--- src/rtl/rvfi_complete_monitor_if.sv ---
// Retire-lane / spec-decode bundle observed by rvfi_complete_monitor, plus its result flags.
interface rvfi_complete_monitor_if #(
  parameter int NRET  = 1,
  parameter int ILEN  = 32,
  parameter int CNT_W = 32
);
  localparam int LW = (NRET > 1) ? $clog2(NRET) : 1;

  logic [NRET-1:0]           rvfi_valid;
  logic [NRET-1:0][63:0]     rvfi_order;
  logic [NRET-1:0][ILEN-1:0] rvfi_insn;
  logic [NRET-1:0]           rvfi_trap;
  logic [NRET-1:0]           spec_valid;
  logic [NRET-1:0]           spec_trap;
  logic                      chk_en;

  logic                      err_incomplete;
  logic                      err_order;
  logic                      err_wdog;
  logic                      fail;
  logic [LW-1:0]             fail_lane;
  logic [ILEN-1:0]           fail_insn;
  logic [63:0]               fail_order;
  logic [CNT_W-1:0]          retired_cnt;
  logic [CNT_W-1:0]          checked_cnt;

  modport master (
    output rvfi_valid, rvfi_order, rvfi_insn, rvfi_trap, spec_valid, spec_trap, chk_en,
    input  err_incomplete, err_order, err_wdog, fail, fail_lane, fail_insn, fail_order,
           retired_cnt, checked_cnt
  );

  modport slave (
    input  rvfi_valid, rvfi_order, rvfi_insn, rvfi_trap, spec_valid, spec_trap, chk_en,
    output err_incomplete, err_order, err_wdog, fail, fail_lane, fail_insn, fail_order,
           retired_cnt, checked_cnt
  );
endinterface

--- src/rtl/rvfi_complete_monitor.sv ---
// Multi-lane RVFI completeness / retire-order / starvation monitor with sticky first-failure capture.
module rvfi_complete_monitor_lane #(
  parameter int         ILEN        = 32,
  parameter logic [6:0] EXCL_OPCODE = 7'b1110011
) (
  input  logic            valid_i,
  input  logic            prev_valid_i,
  input  logic [63:0]     order_i,
  input  logic [63:0]     exp_order_i,
  input  logic [ILEN-1:0] insn_i,
  input  logic            trap_i,
  input  logic            spec_valid_i,
  input  logic            spec_trap_i,
  input  logic            chk_en_i,
  output logic            chk_o,
  output logic            err_cmp_o,
  output logic            err_ord_o
);
  assign chk_o     = valid_i & ~trap_i & chk_en_i & (insn_i[6:0] != EXCL_OPCODE);
  assign err_cmp_o = chk_o & ~(spec_valid_i & ~spec_trap_i);
  assign err_ord_o = valid_i & (~prev_valid_i | (order_i != exp_order_i));
endmodule

module rvfi_complete_monitor #(
  parameter int         NRET        = 1,
  parameter int         ILEN        = 32,
  parameter int         CNT_W       = 32,
  parameter int         WDOG_CYCLES = 64,
  parameter logic [6:0] EXCL_OPCODE = 7'b1110011
) (
  input  logic                    clk,
  input  logic                    reset,
  rvfi_complete_monitor_if.slave  bus
);
  localparam int LW   = (NRET > 1) ? $clog2(NRET) : 1;
  localparam int PW   = $clog2(NRET + 1);
  localparam int SW   = CNT_W + 1;
  localparam int WD_W = (WDOG_CYCLES > 1) ? $clog2(WDOG_CYCLES) : 1;
  localparam logic [WD_W-1:0] WD_MAX = WD_W'((WDOG_CYCLES > 0) ? WDOG_CYCLES - 1 : 0);

  typedef enum logic [1:0] {S_IDLE, S_ARMED, S_RUN, S_FAIL} state_e;

  state_e           state_q, state_d;
  logic             inc_q, inc_d, ord_q, ord_d, wdg_q, wdg_d, fail_q, fail_d;
  logic [LW-1:0]    lane_q, lane_d;
  logic [ILEN-1:0]  insn_q, insn_d;
  logic [63:0]      forder_q, forder_d;
  logic [CNT_W-1:0] ret_q, ret_d, chk_q, chk_d;
  logic [WD_W-1:0]  wd_q, wd_d;
  logic [63:0]      exp_q, exp_d;

  logic                  active, any_vld, wd_hit, lane_err_any;
  logic [63:0]           base;
  logic [NRET-1:0]       prev_vld, lchk, lcmp, lord, lerr;
  logic [NRET-1:0][63:0] exp_lane;
  logic [PW-1:0]         n_ret, n_chk;
  logic [LW-1:0]         first_lane;
  logic [ILEN-1:0]       first_insn;
  logic [63:0]           first_order;

  function automatic logic [CNT_W-1:0] sat_add(logic [CNT_W-1:0] a, logic [PW-1:0] b);
    logic [SW-1:0] s;
    s = {1'b0, a} + SW'(b);
    return s[CNT_W] ? '1 : s[CNT_W-1:0];
  endfunction

  assign active   = (state_q == S_ARMED) || (state_q == S_RUN);
  assign any_vld  = |bus.rvfi_valid;
  // First retire after arming defines the order baseline, so lane0 of that cycle always matches.
  assign base     = (state_q == S_ARMED && any_vld) ? bus.rvfi_order[0] : exp_q;
  assign prev_vld = NRET'({bus.rvfi_valid, 1'b1});

  for (genvar i = 0; i < NRET; i++) begin : g_lane
    assign exp_lane[i] = base + 64'(i);
    rvfi_complete_monitor_lane #(.ILEN(ILEN), .EXCL_OPCODE(EXCL_OPCODE)) u_lane (
      .valid_i      (bus.rvfi_valid[i]),
      .prev_valid_i (prev_vld[i]),
      .order_i      (bus.rvfi_order[i]),
      .exp_order_i  (exp_lane[i]),
      .insn_i       (bus.rvfi_insn[i]),
      .trap_i       (bus.rvfi_trap[i]),
      .spec_valid_i (bus.spec_valid[i]),
      .spec_trap_i  (bus.spec_trap[i]),
      .chk_en_i     (bus.chk_en),
      .chk_o        (lchk[i]),
      .err_cmp_o    (lcmp[i]),
      .err_ord_o    (lord[i])
    );
  end

  assign lerr         = active ? (lcmp | lord) : '0;
  assign lane_err_any = |lerr;
  assign wd_hit       = (WDOG_CYCLES != 0) && active && !any_vld && (wd_q == WD_MAX);

  always_comb begin
    n_ret       = '0;
    n_chk       = '0;
    first_lane  = '0;
    first_insn  = '0;
    first_order = '0;
    for (int i = 0; i < NRET; i++) begin
      n_ret = n_ret + PW'(bus.rvfi_valid[i]);
      n_chk = n_chk + PW'(lchk[i]);
    end
    for (int i = NRET - 1; i >= 0; i--) begin
      if (lerr[i]) begin
        first_lane  = LW'(i);
        first_insn  = bus.rvfi_insn[i];
        first_order = bus.rvfi_order[i];
      end
    end
  end

  always_ff @(posedge clk) begin
    if (!reset) begin
      state_q  <= S_IDLE;
      inc_q    <= 1'b0;
      ord_q    <= 1'b0;
      wdg_q    <= 1'b0;
      fail_q   <= 1'b0;
      lane_q   <= '0;
      insn_q   <= '0;
      forder_q <= '0;
      ret_q    <= '0;
      chk_q    <= '0;
      wd_q     <= '0;
      exp_q    <= '0;
    end else begin
      state_q  <= state_d;
      inc_q    <= inc_d;
      ord_q    <= ord_d;
      wdg_q    <= wdg_d;
      fail_q   <= fail_d;
      lane_q   <= lane_d;
      insn_q   <= insn_d;
      forder_q <= forder_d;
      ret_q    <= ret_d;
      chk_q    <= chk_d;
      wd_q     <= wd_d;
      exp_q    <= exp_d;
    end
  end

  always_comb begin
    state_d  = state_q;
    inc_d    = inc_q;
    ord_d    = ord_q;
    wdg_d    = wdg_q;
    fail_d   = fail_q;
    lane_d   = lane_q;
    insn_d   = insn_q;
    forder_d = forder_q;
    ret_d    = ret_q;
    chk_d    = chk_q;
    wd_d     = wd_q;
    exp_d    = exp_q;
    case (state_q)
      S_IDLE:  state_d = S_ARMED;
      S_ARMED: if (lane_err_any || wd_hit) state_d = S_FAIL;
               else if (any_vld)           state_d = S_RUN;
      S_RUN:   if (lane_err_any || wd_hit) state_d = S_FAIL;
      default: state_d = state_q;
    endcase
    if (active) begin
      ret_d = sat_add(ret_q, n_ret);
      chk_d = sat_add(chk_q, n_chk);
      wd_d  = any_vld ? '0 : wd_q + 1'b1;
      if (lane_err_any) begin
        inc_d    = |(lerr & lcmp);
        ord_d    = |(lerr & lord);
        fail_d   = 1'b1;
        lane_d   = first_lane;
        insn_d   = first_insn;
        forder_d = first_order;
      end else if (wd_hit) begin
        wdg_d    = 1'b1;
        fail_d   = 1'b1;
        lane_d   = '0;
        insn_d   = '0;
        forder_d = exp_q;
      end else begin
        exp_d = base + 64'(n_ret);
      end
    end
  end

  always_comb begin
    bus.err_incomplete = inc_q;
    bus.err_order      = ord_q;
    bus.err_wdog       = wdg_q;
    bus.fail           = fail_q;
    bus.fail_lane      = lane_q;
    bus.fail_insn      = insn_q;
    bus.fail_order     = forder_q;
    bus.retired_cnt    = ret_q;
    bus.checked_cnt    = chk_q;
  end
endmodule
--- src/flat_wrapper.sv ---
// flat-port wrapper written by rule: the top's interface ports become plain ports
module rvfi_complete_monitor_flat 
#(
  parameter int         NRET        = 1,
  parameter int         ILEN        = 32,
  parameter int         CNT_W       = 32,
  parameter int         WDOG_CYCLES = 64,
  parameter logic [6:0] EXCL_OPCODE = 7'b1110011
)
  (clk, reset, bus_rvfi_valid, bus_rvfi_order, bus_rvfi_insn, bus_rvfi_trap, bus_spec_valid, bus_spec_trap, bus_chk_en, bus_err_incomplete, bus_err_order, bus_err_wdog, bus_fail, bus_fail_lane, bus_fail_insn, bus_fail_order, bus_retired_cnt, bus_checked_cnt);
  rvfi_complete_monitor_if #(.NRET(NRET), .ILEN(ILEN), .CNT_W(CNT_W)) bus_i ();
  input  logic clk;
  input  logic reset;
  input wire logic [$bits(bus_i.rvfi_valid)-1:0] bus_rvfi_valid;
  input wire logic [$bits(bus_i.rvfi_order)-1:0] bus_rvfi_order;
  input wire logic [$bits(bus_i.rvfi_insn)-1:0] bus_rvfi_insn;
  input wire logic [$bits(bus_i.rvfi_trap)-1:0] bus_rvfi_trap;
  input wire logic [$bits(bus_i.spec_valid)-1:0] bus_spec_valid;
  input wire logic [$bits(bus_i.spec_trap)-1:0] bus_spec_trap;
  input wire logic [$bits(bus_i.chk_en)-1:0] bus_chk_en;
  output wire logic [$bits(bus_i.err_incomplete)-1:0] bus_err_incomplete;
  output wire logic [$bits(bus_i.err_order)-1:0] bus_err_order;
  output wire logic [$bits(bus_i.err_wdog)-1:0] bus_err_wdog;
  output wire logic [$bits(bus_i.fail)-1:0] bus_fail;
  output wire logic [$bits(bus_i.fail_lane)-1:0] bus_fail_lane;
  output wire logic [$bits(bus_i.fail_insn)-1:0] bus_fail_insn;
  output wire logic [$bits(bus_i.fail_order)-1:0] bus_fail_order;
  output wire logic [$bits(bus_i.retired_cnt)-1:0] bus_retired_cnt;
  output wire logic [$bits(bus_i.checked_cnt)-1:0] bus_checked_cnt;
  assign bus_i.rvfi_valid = bus_rvfi_valid;
  assign bus_i.rvfi_order = bus_rvfi_order;
  assign bus_i.rvfi_insn = bus_rvfi_insn;
  assign bus_i.rvfi_trap = bus_rvfi_trap;
  assign bus_i.spec_valid = bus_spec_valid;
  assign bus_i.spec_trap = bus_spec_trap;
  assign bus_i.chk_en = bus_chk_en;
  assign bus_err_incomplete = bus_i.err_incomplete;
  assign bus_err_order = bus_i.err_order;
  assign bus_err_wdog = bus_i.err_wdog;
  assign bus_fail = bus_i.fail;
  assign bus_fail_lane = bus_i.fail_lane;
  assign bus_fail_insn = bus_i.fail_insn;
  assign bus_fail_order = bus_i.fail_order;
  assign bus_retired_cnt = bus_i.retired_cnt;
  assign bus_checked_cnt = bus_i.checked_cnt;
  rvfi_complete_monitor #(.NRET(NRET), .ILEN(ILEN), .CNT_W(CNT_W), .WDOG_CYCLES(WDOG_CYCLES), .EXCL_OPCODE(EXCL_OPCODE)) u_core (.clk(clk), .reset(reset), .bus(bus_i));
endmodule
--- config.mk ---
export PLATFORM = sky130hd
export DESIGN_NAME = rvfi_complete_monitor_flat
export DESIGN_NICKNAME = d
export VERILOG_FILES = /design/src/rtl/rvfi_complete_monitor_if.sv /design/src/rtl/rvfi_complete_monitor.sv /design/src/flat_wrapper.sv
export SDC_FILE = /design/constraint.sdc
export NUM_CORES = 1
export LEC_CHECK = 0
export ABC_AREA = 1
export CORE_MARGIN = 5
export CORE_UTILIZATION = 35
export CTS_CLUSTER_SIZE = 20
export DETAILED_ROUTE_END_ITERATION = 10
export PLACE_DENSITY_LB_ADDON = 0.2
export SETUP_SLACK_MARGIN = 0.4
export SLEW_MARGIN = 20
export SYNTH_ARGS = -nofsm -noshare
export SYNTH_HDL_FRONTEND = slang
export SYNTH_SLANG_ARGS = --single-unit
--- constraint.sdc ---
create_clock -name clk -period 4.2 [get_ports clk]
set_clock_uncertainty 0.15 [all_clocks]
set_input_delay 0.84 -clock clk [delete_from_list [all_inputs] [get_ports clk]]
set_output_delay 0.84 -clock clk [all_outputs]
set_load 0.05 [all_outputs]
==> out/metrics.cfg <==
[synth]
synth.most_common_cell=nand2_1
syn_area_per_cell_um2=6.33
synth_edf_count=0
ys_ff_latch=236
yosysWarnings=0
ys_seq_area_frac=0.331
synth.top_cell.area_share=0.331
synth_top_area_cell=dfxtp_1
synth_area_um2=14300
synthArstFlopShare=0
syn_inst=2257
synth_cell_types=43
synthFlopType=dfxtp_1
synth_common_cells=nand2_1 (692), dfxtp_1 (236), nor2_1 (233)
synth_area_leaders=dfxtp_1 (33%), nand2_1 (18%), nor2_1 (6.1%)
synth_nets=2370

[place]
placed_area_um2=17700
io_buffers=266
hpwl_um=36400
dp_cells=3014
place_congestion=0.948

[power_and_ir_drop]
power_density_nw_per_um2=566
power_mw=10.6
ir_drop_v=0.000333
p_leak_nw=7.55

[worst_hold_path]
hold_end=u_core.bus.fail_insn[3]$_SDFFE_PN0P_
hp-start=u_core.bus.fail_insn[3]$_SDFFE_PN0P_
whs_path_depth=2
holdCritPathClass=reg -> reg

[worst_setup_path]
cp.arrival_ns=3.90
cp-startpoint=bus_rvfi_valid
critPathLaunchType=input port
cp-end-kind=flip-flop
r2r-start=u_core.state_q[0]$_SDFFE_PN0P_
r2r-end=u_core.bus.fail_order[39]$_SDFFE_PN0P_
critPathRequiredTime_ns=4.46
worstRegToRegCells=17
crit_type=in -> reg
critPathMaxFanout=64
ff2ff_setup_slack_ns=0.73

[die]
core_um2=40600
design.die.area_um2=44900
rows=74
die_y_um=212
die_w_um=212
io_pins=268
initial_core_util=0.352

[final_layout]
drive_above_1_share=0.0693
synthToLayoutAreaGrowth_pct=31.5
instances_no_fill=3071
fin_util=0.463
design_area_um2=18800
nets=2628

[drt]
viasPerCell=4.92
route.detailed.drc=0
drt-total-wl_um=48400
drt_iter0_drc=800
wl_per_cell_um=15.8
via_count=15100
firstDrtPassIters=5
ant_nets=0

[global_routing]
grt_pass1_vias=14400
grt-busiest-layer=met2
grt_overflow=0
grt_max_degree=114
grt_pass1_wl_um=76300
met2_usage=0.337
antenna_found_initial=7
grtUsageMet1=0.269
track_usage=0.205
grtUsageMet3=0.0587

[sta]
max_slew_margin=0.349
tns_ns=0
tightest_slew_ns=0.976
rsz0062_at_grt=yes
setup_viol=0
fmax_ghz=0.275
fin_crit_ns=3.64
fin_crit_sh=0.866
slew_viol_final=0
timing.final.hold_violations=0

[clock_tree]
cts_tree=done
cts.sinks=236
path_clk_slew_ns=0.06
cts_root_buffer=clkbuf_16
clk_path_buf_depth=3
numCtsBuffers=30
hold_buffers=0
cts_resized=0
h-tree-depth=1
cts_setup_buffers=0
clk_latency_ns=0.59

[job]
drv_cap=0

[run_status]
outcome=finished clean

## registers in the layout, summed over array words and instances, names as in the netlist
register	flops
u_core.bus.checked_cnt	32
u_core.bus.fail	1
u_core.bus.err_order	1
u_core.bus.err_incomplete	1
u_core.bus.retired_cnt	32
u_core.state_q	2
u_core.bus.fail_insn	32
u_core.wd_q	6
u_core.exp_q	64
u_core.bus.fail_order	64
u_core.bus.err_wdog	1
## placed cells by master (no fill, tap or decap), types with 35 or more instances in the layout
master,count
nand2_1,691
nand3_1,160
nand4_1,35
nor2_1,232
inv_1,213
a21oi_1,164
clkdlybuf4s50_1,265
o21ai_0,66
nor3_1,36
xor2_1,72
nand3b_1,48
dfxtp_1,236
o21ai_1,36
buf_4,47
## critical path, stage by stage
cell	delay (ns)
clkdlybuf4s50_1	0.45
buf_4	0.17
nand2_8	0.14
buf_12	0.22
buf_12	0.19
nand3b_1	0.10
nand2_1	0.07
nor2_1	0.11
nand2_1	0.09
nor2_1	0.21
nand2_1	0.14
nor2_1	0.12
nand2_1	0.09
nand2_2	0.11
nand2_4	0.18
buf_12	0.28
a22oi_1	0.22
a21oi_1	0.09
## power by group
part           switching (mW)  internal (mW)
registers               0.340           2.70
clock network            1.05           1.56
logic                    3.29           1.69
total                    4.68           5.95
## per-stage QoR
| stage | setup WS [ns] | hold slack (ns) |
|---|---|---|
| finish | 0.564 | 0.307 |
| CTS | 0.582 | 0.312 |
| detailed placement | -0.0300 | 0.303 |
| global route | 0.367 | 0.333 |
| global placement | -0.0208 | 0.297 |
| floorplan | 0.851 | 0.293 |
## worst max-delay path by stage
stage	to	slack (ns)
finish	u_core.bus.fail_order[39]$_SDFFE_PN0P_	0.56
global route	u_core.bus.fail_order[38]$_SDFFE_PN0P_	0.37
CTS	u_core.bus.fail_order[41]$_SDFFE_PN0P_	0.58
detailed placement	u_core.bus.fail_order[54]$_SDFFE_PN0P_	-0.03
global placement	u_core.bus.fail_order[51]$_SDFFE_PN0P_	-0.02
floorplan	u_core.exp_q[42]$_SDFFE_PN0P_	0.85
## logic make-up (layout without fill, tap and decap cells)
| family | Yosys count | count (layout) | synth area share |
|---|---|---|---|
| other | 1 | 2 | 0.000263 |
| AND/OR/NAND/NOR | 1255 | 1255 | 0.380 |
| XOR/XNOR | 97 | 97 | 0.0595 |
| buffers and inverters | 333 | 614 | 0.0961 |
| flip-flops | 236 | 236 | 0.331 |
| adder cells (fa/ha/maj) | 10 | 10 | 0.00876 |
| AO/OA/AOI/OAI | 325 | 325 | 0.125 |
## area by class of cell
cell class	count	area, um^2
Antenna cell	1	2.50
Clock buffer	43	870
Clock inverter	12	143
Fill cell	4264	21800
Inverter	233	885
Multi-Input combinational cell	1688	8220
Sequential cell	236	4720
Tap cell	532	666
Timing Repair Buffer	326	3280
## metal layers
metal,up-vias,wire (um)
met5,-,75
met4,10,1160
met3,87,3320
met2,326,22200
met1,6915,21600
li1,7786,-
Note: power is estimated with default switching activity, not from simulation.
